[config.mk]
export PLATFORM = sky130hd
export DESIGN_NAME = div_result_fifo
export DESIGN_NICKNAME = d
export VERILOG_FILES = /design/src/rtl/div_result_fifo.sv
export SDC_FILE = /design/constraint.sdc
export NUM_CORES = 1
export LEC_CHECK = 0
export ABC_CLOCK_PERIOD_IN_PS = 3700
export CAP_MARGIN = 20
export CELL_PAD_IN_SITES_DETAIL_PLACEMENT = 1
export CELL_PAD_IN_SITES_GLOBAL_PLACEMENT = 1
export CORE_MARGIN = 1
export CORE_UTILIZATION = 49
export DETAILED_ROUTE_END_ITERATION = 10
export PLACE_DENSITY_LB_ADDON = 0.1
export RECOVER_POWER = 100
export REMOVE_ABC_BUFFERS = 1
export SLEW_MARGIN = 0
export SYNTH_ARGS = -nofsm -noshare
export SYNTH_HDL_FRONTEND = slang
export SYNTH_SLANG_ARGS = --single-unit
[constraint.sdc]
create_clock -name clk -period 3.7 [get_ports clk]
set_clock_uncertainty 0.2 [all_clocks]
set_input_delay 0.74 -clock clk [delete_from_list [all_inputs] [get_ports clk]]
set_output_delay 0.74 -clock clk [all_outputs]
set_load 0.01 [all_outputs]
[src/rtl/div_result_fifo.sv]
// Show-ahead result FIFO between the divider and its consumer.
// Keeps a sticky overflow flag and a saturating accepted-result count.
module div_result_fifo #(
  parameter int DEPTH = 4,
  parameter int W     = 9
) (
  input  logic                     clk,
  input  logic                     rst_n,
  input  logic                     div_done,
  input  logic [W-1:0]             div_q,
  input  logic [W-1:0]             div_s,
  input  logic                     div_dz,
  input  logic                     out_ready,
  input  logic                     err_clr,
  output logic                     out_valid,
  output logic [W-1:0]             out_q,
  output logic [W-1:0]             out_s,
  output logic                     out_dz,
  output logic [$clog2(DEPTH):0]   count,
  output logic                     overflow,
  output logic [15:0]              total
);

  localparam int AW = $clog2(DEPTH);
  localparam int CW = AW + 1;
  localparam logic [CW-1:0] FULL = CW'(DEPTH);

  typedef struct packed {
    logic         dz;
    logic [W-1:0] s;
    logic [W-1:0] q;
  } entry_t;

  entry_t          mem_q [DEPTH];
  entry_t          mem_d [DEPTH];
  logic [AW-1:0]   wr_ptr_q, wr_ptr_d;
  logic [AW-1:0]   rd_ptr_q, rd_ptr_d;
  logic [CW-1:0]   count_q, count_d;
  logic            ovf_q, ovf_d;
  logic [15:0]     total_q, total_d;

  logic pop;
  logic push;
  logic drop;
  entry_t head;

  // Handshake decode: a full FIFO still takes a push when it pops.
  always_comb begin
    pop  = (count_q != '0) && out_ready;
    push = div_done && ((count_q < FULL) || pop);
    drop = div_done && !push;
  end

  // Next-state for storage, pointers, occupancy and status.
  always_comb begin
    mem_d    = mem_q;
    wr_ptr_d = wr_ptr_q;
    rd_ptr_d = rd_ptr_q;
    count_d  = count_q;
    ovf_d    = ovf_q;
    total_d  = total_q;
    if (push) begin
      mem_d[wr_ptr_q] = '{dz: div_dz, s: div_s, q: div_q};
      wr_ptr_d = wr_ptr_q + AW'(1);
      if (total_q != 16'hFFFF) begin
        total_d = total_q + 16'd1;
      end
    end
    if (pop) begin
      rd_ptr_d = rd_ptr_q + AW'(1);
    end
    unique case ({push, pop})
      2'b10:   count_d = count_q + CW'(1);
      2'b01:   count_d = count_q - CW'(1);
      default: count_d = count_q;
    endcase
    // A drop in the same cycle as a clear wins.
    if (drop) begin
      ovf_d = 1'b1;
    end else if (err_clr) begin
      ovf_d = 1'b0;
    end
  end

  // State registers; storage is cleared so empty data is never X.
  always_ff @(posedge clk or negedge rst_n) begin
    if (!rst_n) begin
      mem_q    <= '{default: '0};
      wr_ptr_q <= '0;
      rd_ptr_q <= '0;
      count_q  <= '0;
      ovf_q    <= 1'b0;
      total_q  <= '0;
    end else begin
      mem_q    <= mem_d;
      wr_ptr_q <= wr_ptr_d;
      rd_ptr_q <= rd_ptr_d;
      count_q  <= count_d;
      ovf_q    <= ovf_d;
      total_q  <= total_d;
    end
  end

  // Head entry is presented straight from the read pointer.
  always_comb begin
    head      = mem_q[rd_ptr_q];
    out_valid = (count_q != '0);
    out_q     = head.q;
    out_s     = head.s;
    out_dz    = head.dz;
    count     = count_q;
    overflow  = ovf_q;
    total     = total_q;
  end

endmodule

# Word level (Yosys, flattened, before mapping)
# Index checks and enable logic that the tools add are counted.
dict set report classes {
  addsub 5
  muxes 9
  magnitude_cmp 4
  eq_ne 3
  n_reduce_logical 10
  bitwise_logic 2
}
# cell n
set ops {}
lappend ops {{$bwmux 76} 1}
lappend ops {{$mux 19} 3}
lappend ops {{$bmux 19 s2} 1}
lappend ops {{$demux 19 s2} 1}
lappend ops {{$add 16x1->16 const B} 1}
lappend ops {{$ne 16x16->1 const B} 1}
lappend ops {{$ge 3x3->1 const B} 2}
lappend ops {{$not 2->3} 2}
lappend ops {{$pmux 3 s2} 1}
lappend ops {{$add 2x1->2 const B} 2}
lappend ops {{$logic_and 1x1->1} 4}
lappend ops {{$reduce_bool 2->1} 2}
lappend ops {{$add 3x1->3 const B} 1}
lappend ops {{$lt 3x1->1 const B} 1}
lappend ops {{$lt 3x3->1 const B} 1}
lappend ops {{$reduce_bool 3->1} 1}
lappend ops {{$sub 3x1->3 const B} 1}
lappend ops {{$eq 2x1->1 const B} 1}
lappend ops {{$eq 2x2->1 const B} 1}
lappend ops {{$mux 1} 2}
lappend ops {{$reduce_and 2->1} 1}
lappend ops {{$logic_not 1->1} 1}
lappend ops {{$logic_or 1x1->1} 1}
dict set report totals {
  reg_bits 100
  output_inout_bits 40
  input_bits 24
}

# Longest topological paths before layout
# Gate-level depths: netlist of the first run.
dict set report logic_depth {
  ltp_word 7
  ltp_mapped 10
}

# Worst setup path before layout of the first run
# No wires, ideal clock.
dict set report synth_timing {
  path_type {input port to flip-flop}
  startpoint {in out_ready}
  endpoint {reg count_q[2] (netlist: count[2])}
  path_stages 10
  t_arrival_ps 2265
  path_slack_ps 1156
  cell_sequence {nand2b_1 and2_1 buf_2 inv_1 ha_1 inv_1 fa_1 xor2_1 nor2_1 xor2_1}
}
dict set report synth_between {
  elab_chain_cells 5
  word_cells_on_any_way 7
  classes_between {2 x eq/ne; 1 x mux; 4 x reduce/logical}
}
# item line_no
set synth_rtl {}
lappend synth_rtl {{start: declaration} 13} ;# input logic out_ready,
lappend synth_rtl {{$logic_and 1x1->1 (*)} 49} ;# pop = (count_q != '0) && out_ready;
lappend synth_rtl {{$logic_or 1x1->1} 50} ;# push = div_done && ((count_q < FULL) || pop);
lappend synth_rtl {{$logic_and 1x1->1} 50}
lappend synth_rtl {{$eq 2x1->1 / $eq 2x2->1 (equally long branches)} 72} ;# unique case ({push, pop})
lappend synth_rtl {{$pmux 3 s2 / $reduce_bool 2->1 (equally long branches)} --}
lappend synth_rtl {{end signal: assignment} 98} ;# count_q <= count_d;
lappend synth_rtl {{end: declaration} 38} ;# logic [CW-1:0] count_q, count_d;
# Every way passes the cells marked *; elsewhere a longest branch is shown, timed or not.
# A chain may end at the register's enable or synchronous reset.

# Final worst setup path of the first run
dict set report layout_timing {
  startpoint {reg rd_ptr_q[1]}
  endpoint {out out_q[3]}
}
dict set report layout_between {
  elab_chain_cells 4
}
# item line_no
set layout_rtl {}
lappend layout_rtl {{start: declaration} 37} ;# logic [AW-1:0] rd_ptr_q, rd_ptr_d;
lappend layout_rtl {{start signal: assignment} 97} ;# rd_ptr_q <= rd_ptr_d;
lappend layout_rtl {{$not 2->3 (implied by the code)} 106} ;# head = mem_q[rd_ptr_q];
lappend layout_rtl {{$bmux 19 s2} 106}
lappend layout_rtl {{$mux 19 (implied by the code) (2 in series)} 106}
lappend layout_rtl {{end: declaration} 16} ;# output logic [W-1:0] out_q,
# No other way between the ends. The select of a mux whose other input is x is not followed.

==> results of run 1 <==
stage by stage:
stage,setup slack (ns),instances,util
final,0.416,479,0.623
after global routing,0.334,479,0.623
after CTS,0.492,479,0.625
after detailed placement,0.533,463,0.598
after global placement,0.654,463,0.598
after floorplan,1.14,286,-
registers in the layout, summed over array words and instances, names as in the netlist:
signal	flops
count	3
rd_ptr_q	2
total	16
overflow	1
mem_q	76
wr_ptr_q	2
final cells by class:
type                       count  area [um^2]
sequential                   100         2500
multi-input combinational    178         1880
tap                          108          135
clock buffer                  13          169
fill                         827         3310
clock inverter                 3         67.6
inverter                       8         30.0
timing repair buffer          69          674
metal layers:
layer / global-route usage / vias up / part of all wire
li1: - / 1213 / -
met5: 0 / - / 0
met1: 0.253 / 1428 / 0.42
met2: 0.357 / 53 / 0.53
met3: 0.0482 / 6 / 0.038
met4: 0.0577 / 0 / 0.0077
cells by family (layout without fill, tap and decap cells):
kind of cell | Yosys count | in the layout | synth area share
and+or+nand+nor | 47 | 47 | 0.0569
adders and majority gates | 7 | 7 | 0.0213
xor gates and xnor gates | 16 | 16 | 0.0314
AOI/OAI and AO/OA | 9 | 9 | 0.0137
buffers and inverters | 18 | 93 | 0.0174
DFF | 100 | 100 | 0.561
muxes | 99 | 99 | 0.299
cells in the mapped netlist, drive strengths merged:
| library cell | count | area (um^2) |
|---|---|---|
| a21oi | 2 | 10.0 |
| a41oi | 1 | 8.76 |
| and2 | 2 | 12.5 |
| and3 | 1 | 6.26 |
| and4 | 1 | 8.76 |
| buf | 8 | 40.0 |
| clkbuf | 2 | 7.51 |
| dfrtp | 100 | 2500 |
| fa | 1 | 20.0 |
| ha | 6 | 75.1 |
| inv | 8 | 30.0 |
| mux2 | 80 | 905 |
| mux4 | 19 | 428 |
| nand2 | 13 | 53.8 |
| nand2b | 3 | 18.8 |
| nand3 | 4 | 20.0 |
| nand4 | 3 | 25.0 |
| nor2 | 6 | 22.5 |
| nor3 | 6 | 30.0 |
| nor3b | 1 | 7.51 |
| nor4 | 3 | 18.8 |
| nor4b | 2 | 17.5 |
| o21ai | 3 | 15.0 |
| o22ai | 1 | 6.26 |
| o311a | 1 | 10.0 |
| o41a | 1 | 11.3 |
| or2 | 1 | 6.26 |
| or3 | 1 | 6.26 |
| xnor2 | 3 | 26.3 |
| xor2 | 13 | 114 |
worst min path at each step:
stage	from	endpoint	slack, ns	cells after the start
2_1_floorplan	rst_n	count[0]$_DFFE_PN0P_	0.24	0
3_3_place_gp	mem_q[18]$_DFFE_PN0P_	mem_q[18]$_DFFE_PN0P_	0.28	1
3_5_place_dp	mem_q[31]$_DFFE_PN0P_	mem_q[31]$_DFFE_PN0P_	0.29	1
4_1_cts	rst_n	mem_q[17]$_DFFE_PN0P_	0.16	1
5_1_grt	mem_q[2]$_DFFE_PN0P_	mem_q[2]$_DFFE_PN0P_	0.33	1
6_report	total[11]$_DFFE_PN0P_	total[11]$_DFFE_PN0P_	0.30	1
power groups by stage:
stage | logic [uW] | registers (uW) | clock network, uW
after detailed placement | 2110 | 1930 | 0
after global placement | 2050 | 1890 | 0
after CTS | 2120 | 1910 | 820
after global routing | 2120 | 1970 | 854
after floorplan | 1210 | 1910 | 0
final | 1960 | 1910 | 796
==> results.md, run 1 <==
- Cts repair resizes: 0
- Die ar.: 9490 um^2
- Clock-pin slew on the worst setup and hold paths: 0.09 ns
- Post-Syn Area: 4460 um^2
- Worst-margin pin slew: 2.27 ns
- Flops & latches, synth: 100
- NetSw: 1420 uW
- CP Class: reg2out
- Initial Util: 0.509
- Crit. path cell count: 3
- Detailed Route WL: 8980 um
- Max-cap violations: 1
- Register share of total power: 0.409
- Io pins: 64
- Design Power: 4660 uW
- Pleak: 0.00239 uW
- Final period util: 0.888
- Crit path arrival time: 2.34 ns
- Internal Power: 3240 uW
- Slowest cell on the critical path: dfrtp_1
- Worst r2r src: count[2]$_DFFE_PN0P_
- DR iter-0 viols: 87
- Cell area after placement: 5240 um^2
- CP Cell Sequence: buf_4 > mux4_2 > dlygate4sd3_1
- Pre-Repair DR Iteration Count: 4
- Slew HR: -0.512
- Crit path max fanout: 11
- Wire per inst: 18.8 um
- Syn. warnings: 0
- Clock Power Share: 0.171
- Status: finished, violations left
- Worst-skew pair later-pin latency: 0.36 ns
- CTS tree: built
- Crit path largest cell delay: 0.73 ns
- Sw frac: 0.304
- Worst Hold Class: reg2reg
- Sequential-to-total area share from yosys stat: 0.561
- First-pass GRT wire length: 14900 um
- DRC viols: 0
- Pwr dens: 854 nW/um^2
- Mean Syn Cell Area: 15.1 um^2
- CP startpoint kind: register
- Total CTS buffers: 9
- Clock buffer depth: 2
- HPWL Detailed: 5940 um
- FMAX: 304 MHz
- Hold Buf Count CTS: 0
- Row count: 34
- Endpoints failing setup: 0
- Overflow after GRT: 0
- Critical path required time: 2.76 ns
- Nets: 397
- RSZ-0062 raised after global routing: false
- Vias in the first global route: 2926
- H-tree depth: 3
- DRT antenna net count: 0
- Post-Synthesis Cells: 296
- GRT Total Usage: 0.204
- Via count: 2700
- Die X: 97.4 um
- Setup crit end: out_q[3]
- Combinational Power Share: 0.420
- Clk root buf: clkbuf_8
- # port buffers: 63
- Netlist cell types: 33
- FF-to-FF End: mem_q[15]$_DFFE_PN0P_
- WP buf/inv: 2
- # clock sinks: 100
- Synth-to-Final Area Change: 22.3%
- Design area: 5460 um^2
- Detail-routed via count per cell: 5.64
- Hold Fails Final Rpt: 0
- Share of cells above drive strength 1: 0.326
- Setup TNS: 0 ns
- Crit path from: rd_ptr_q[1]$_DFFE_PN0P_
- CORE AREA: 8760 um^2
- Period minus WS final: 3.28 ns
- FF-to-FF path depth: 4
- Failing checks: max-capacitance violations, max-slew violations
- Crit path max-delay family: buffers and inverters
- Worst Setup End Kind: output pin
- Largest net degree at the start of global routing: 62
- Commonest cells after routing, fill and taps aside: 100 x dfrtp_1, 78 x mux2_2, 39 x dlygate4sd3_1
- Worst vdd ir: 0.338 mV
- Reg-to-reg slack, setup: 1.22 ns
- # diodes: 0
- Initial antenna violation count: 0
- Post-CTS setup buffer count: 0
- RD Place Congestion: 0.836
- Max Slew Vio Count: 40
- Die H: 97.4 um
- Min Hold Slack: 0.303 ns
- Commonest non-fill, non-tap cell in the layout: dfrtp_1
Note: power is estimated with default switching activity, not from simulation.
==> run 2: changes to the inputs <==
--- a/config.mk
+++ b/config.mk
@@ -9,7 +9,7 @@
 export CAP_MARGIN = 20
 export CELL_PAD_IN_SITES_DETAIL_PLACEMENT = 1
 export CELL_PAD_IN_SITES_GLOBAL_PLACEMENT = 1
-export CORE_MARGIN = 1
+export CORE_MARGIN = 3
 export CORE_UTILIZATION = 49
 export DETAILED_ROUTE_END_ITERATION = 10
 export PLACE_DENSITY_LB_ADDON = 0.1
==> results.md, run 2 (same netlist as run 1, synthesis figures left out) <==
- CP startpoint kind: register
- Pwr dens: 851 nW/um^2
- FF-to-FF path depth: 4
- Die ar.: 10300 um^2
- Pleak: 0.00237 uW
- Status: finished, violations left
- # clock sinks: 100
- Slew HR: -0.0551
- Hold Buf Count CTS: 0
- Commonest non-fill, non-tap cell in the layout: dfrtp_1
- # diodes: 0
- Io pins: 64
- Worst Hold Class: reg2reg
- Setup TNS: 0 ns
- Overflow after GRT: 0
- H-tree depth: 3
- Hold Path End: count[0]$_DFFE_PN0P_
- First-pass GRT wire length: 15700 um
- DRC viols: 0
- Design Power: 4600 uW
- Detail-routed via count per cell: 5.65
- RSZ-0062 raised after global routing: false
- # port buffers: 63
- Period minus WS final: 3.32 ns
- Hold path depth: 1
- HPWL Detailed: 6330 um
- Final period util: 0.898
- Worst vdd ir: 0.369 mV
- Max Slew Vio Count: 66
- GRT Total Usage: 0.201
- Post-CTS setup buffer count: 0
- Synth-to-Final Area Change: 21.2%
- Crit path arrival time: 2.38 ns
- Row count: 34
- Nets: 396
- RD Place Congestion: 0.839
- Hold_sp: count[0]$_DFFE_PN0P_
- Clock-pin slew on the worst setup and hold paths: 0.09 ns
- Die H: 101 um
- Crit path max fanout: 15
- DRT antenna net count: 0
- Pre-Repair DR Iteration Count: 4
- FF-to-FF End: mem_q[61]$_DFFE_PN0P_
- Worst-margin pin slew: 1.58 ns
- Via count: 2703
- Largest net degree at the start of global routing: 66
- CORE AREA: 8760 um^2
- Die X: 101 um
- Biggest register: mem_q
- Reg-to-reg slack, setup: 0.98 ns
- Endpoints failing setup: 0
- Cts repair resizes: 0
- Detailed Route WL: 9430 um
- Worst Setup End Kind: output pin
- Share of cells above drive strength 1: 0.324
- CP Class: reg2out
- Worst r2r src: count[2]$_DFFE_PN0P_
- Clock buffer depth: 2
- Commonest cells after routing, fill and taps aside: 100 x dfrtp_1, 79 x mux2_2, 40 x dlygate4sd3_1
- Vias in the first global route: 3045
- CTS tree: built
- Worst-skew pair later-pin latency: 0.36 ns
- Max-cap violations: 1
- Total CTS buffers: 9
- Critical path required time: 2.76 ns
- FMAX: 301 MHz
- Failing checks: max-capacitance violations, max-slew violations
- Initial Util: 0.509
- Initial antenna violation count: 0
- Clk root buf: clkbuf_8
- Hold Fails Final Rpt: 0
- DR iter-0 viols: 57
- Wire per inst: 19.7 um
- Largest register FFs: 76
## run 2: cell count changes in the layout (fill, tap and decap cells not counted), moves of 2 or more
| cell | delta |
|---|---|
| clkbuf_8 | -3 |
| nand2_1 | +2 |
| inv_6 | +2 |
| nand2_2 | -2 |
## run 2: critical path: stages (launching register included)
cell and delay, ns:
dfrtp_1 0.62, buf_12 0.24, mux4_2 0.53, dlygate4sd3_1 0.62
## run 2: routing by layer
layer / global-route usage / vias to the layer above / routed length [um]
li1: - / 1215 / -
met1: 0.246 / 1424 / 3880
met2: 0.354 / 52 / 5060
met3: 0.0468 / 12 / 360
met4: 0.0593 / 0 / 119
met5: 0 / - / 0
## run 2: cell type report
type | instances | area (um^2)
clock inverter | 6 | 71.3
timing repair buffer | 68 | 668
multi-input combinational | 178 | 1870
clock buffer | 10 | 128
sequential | 100 | 2500
fill | 844 | 3350
inverter | 8 | 30.0
tap | 108 | 135
## run 2: how the worst max path moves through the flow
| stage | end | cells past startpoint | slack (ns) | from |
|---|---|---|---|---|
| floorplan | out_dz | 1 | 1.14 | rd_ptr_q[0]$_DFFE_PN0P_ |
| global placement | count[2]$_DFFE_PN0P_ | 10 | 0.66 | out_ready |
| detailed placement | count[2]$_DFFE_PN0P_ | 10 | 0.57 | out_ready |
| CTS | out_s[3] | 3 | 0.43 | rd_ptr_q[0]$_DFFE_PN0P_ |
| global route | out_s[3] | 3 | 0.22 | rd_ptr_q[0]$_DFFE_PN0P_ |
| finish | out_s[3] | 3 | 0.38 | rd_ptr_q[0]$_DFFE_PN0P_ |
## run 2: stage by stage
stage          cell area [um^2]  worst slack [ns]  utilization  std cells  hold WS, ns
2_1_floorplan              4420              1.14            -        286        0.244
3_3_place_gp               5240             0.660        0.598        462        0.282
3_5_place_dp               5240             0.567        0.598        462        0.291
4_1_cts                    5440             0.435        0.621        478        0.274
5_1_grt                    5410             0.216        0.617        478        0.324
6_report                   5410             0.379        0.617        478        0.310
## run 2: power by group
| group | internal [uW] | switching, uW |
|---|---|---|
| Combinational | 1220 | 763 |
| Clock | 319 | 383 |
| Sequential | 1600 | 325 |
| Total | 3130 | 1470 |
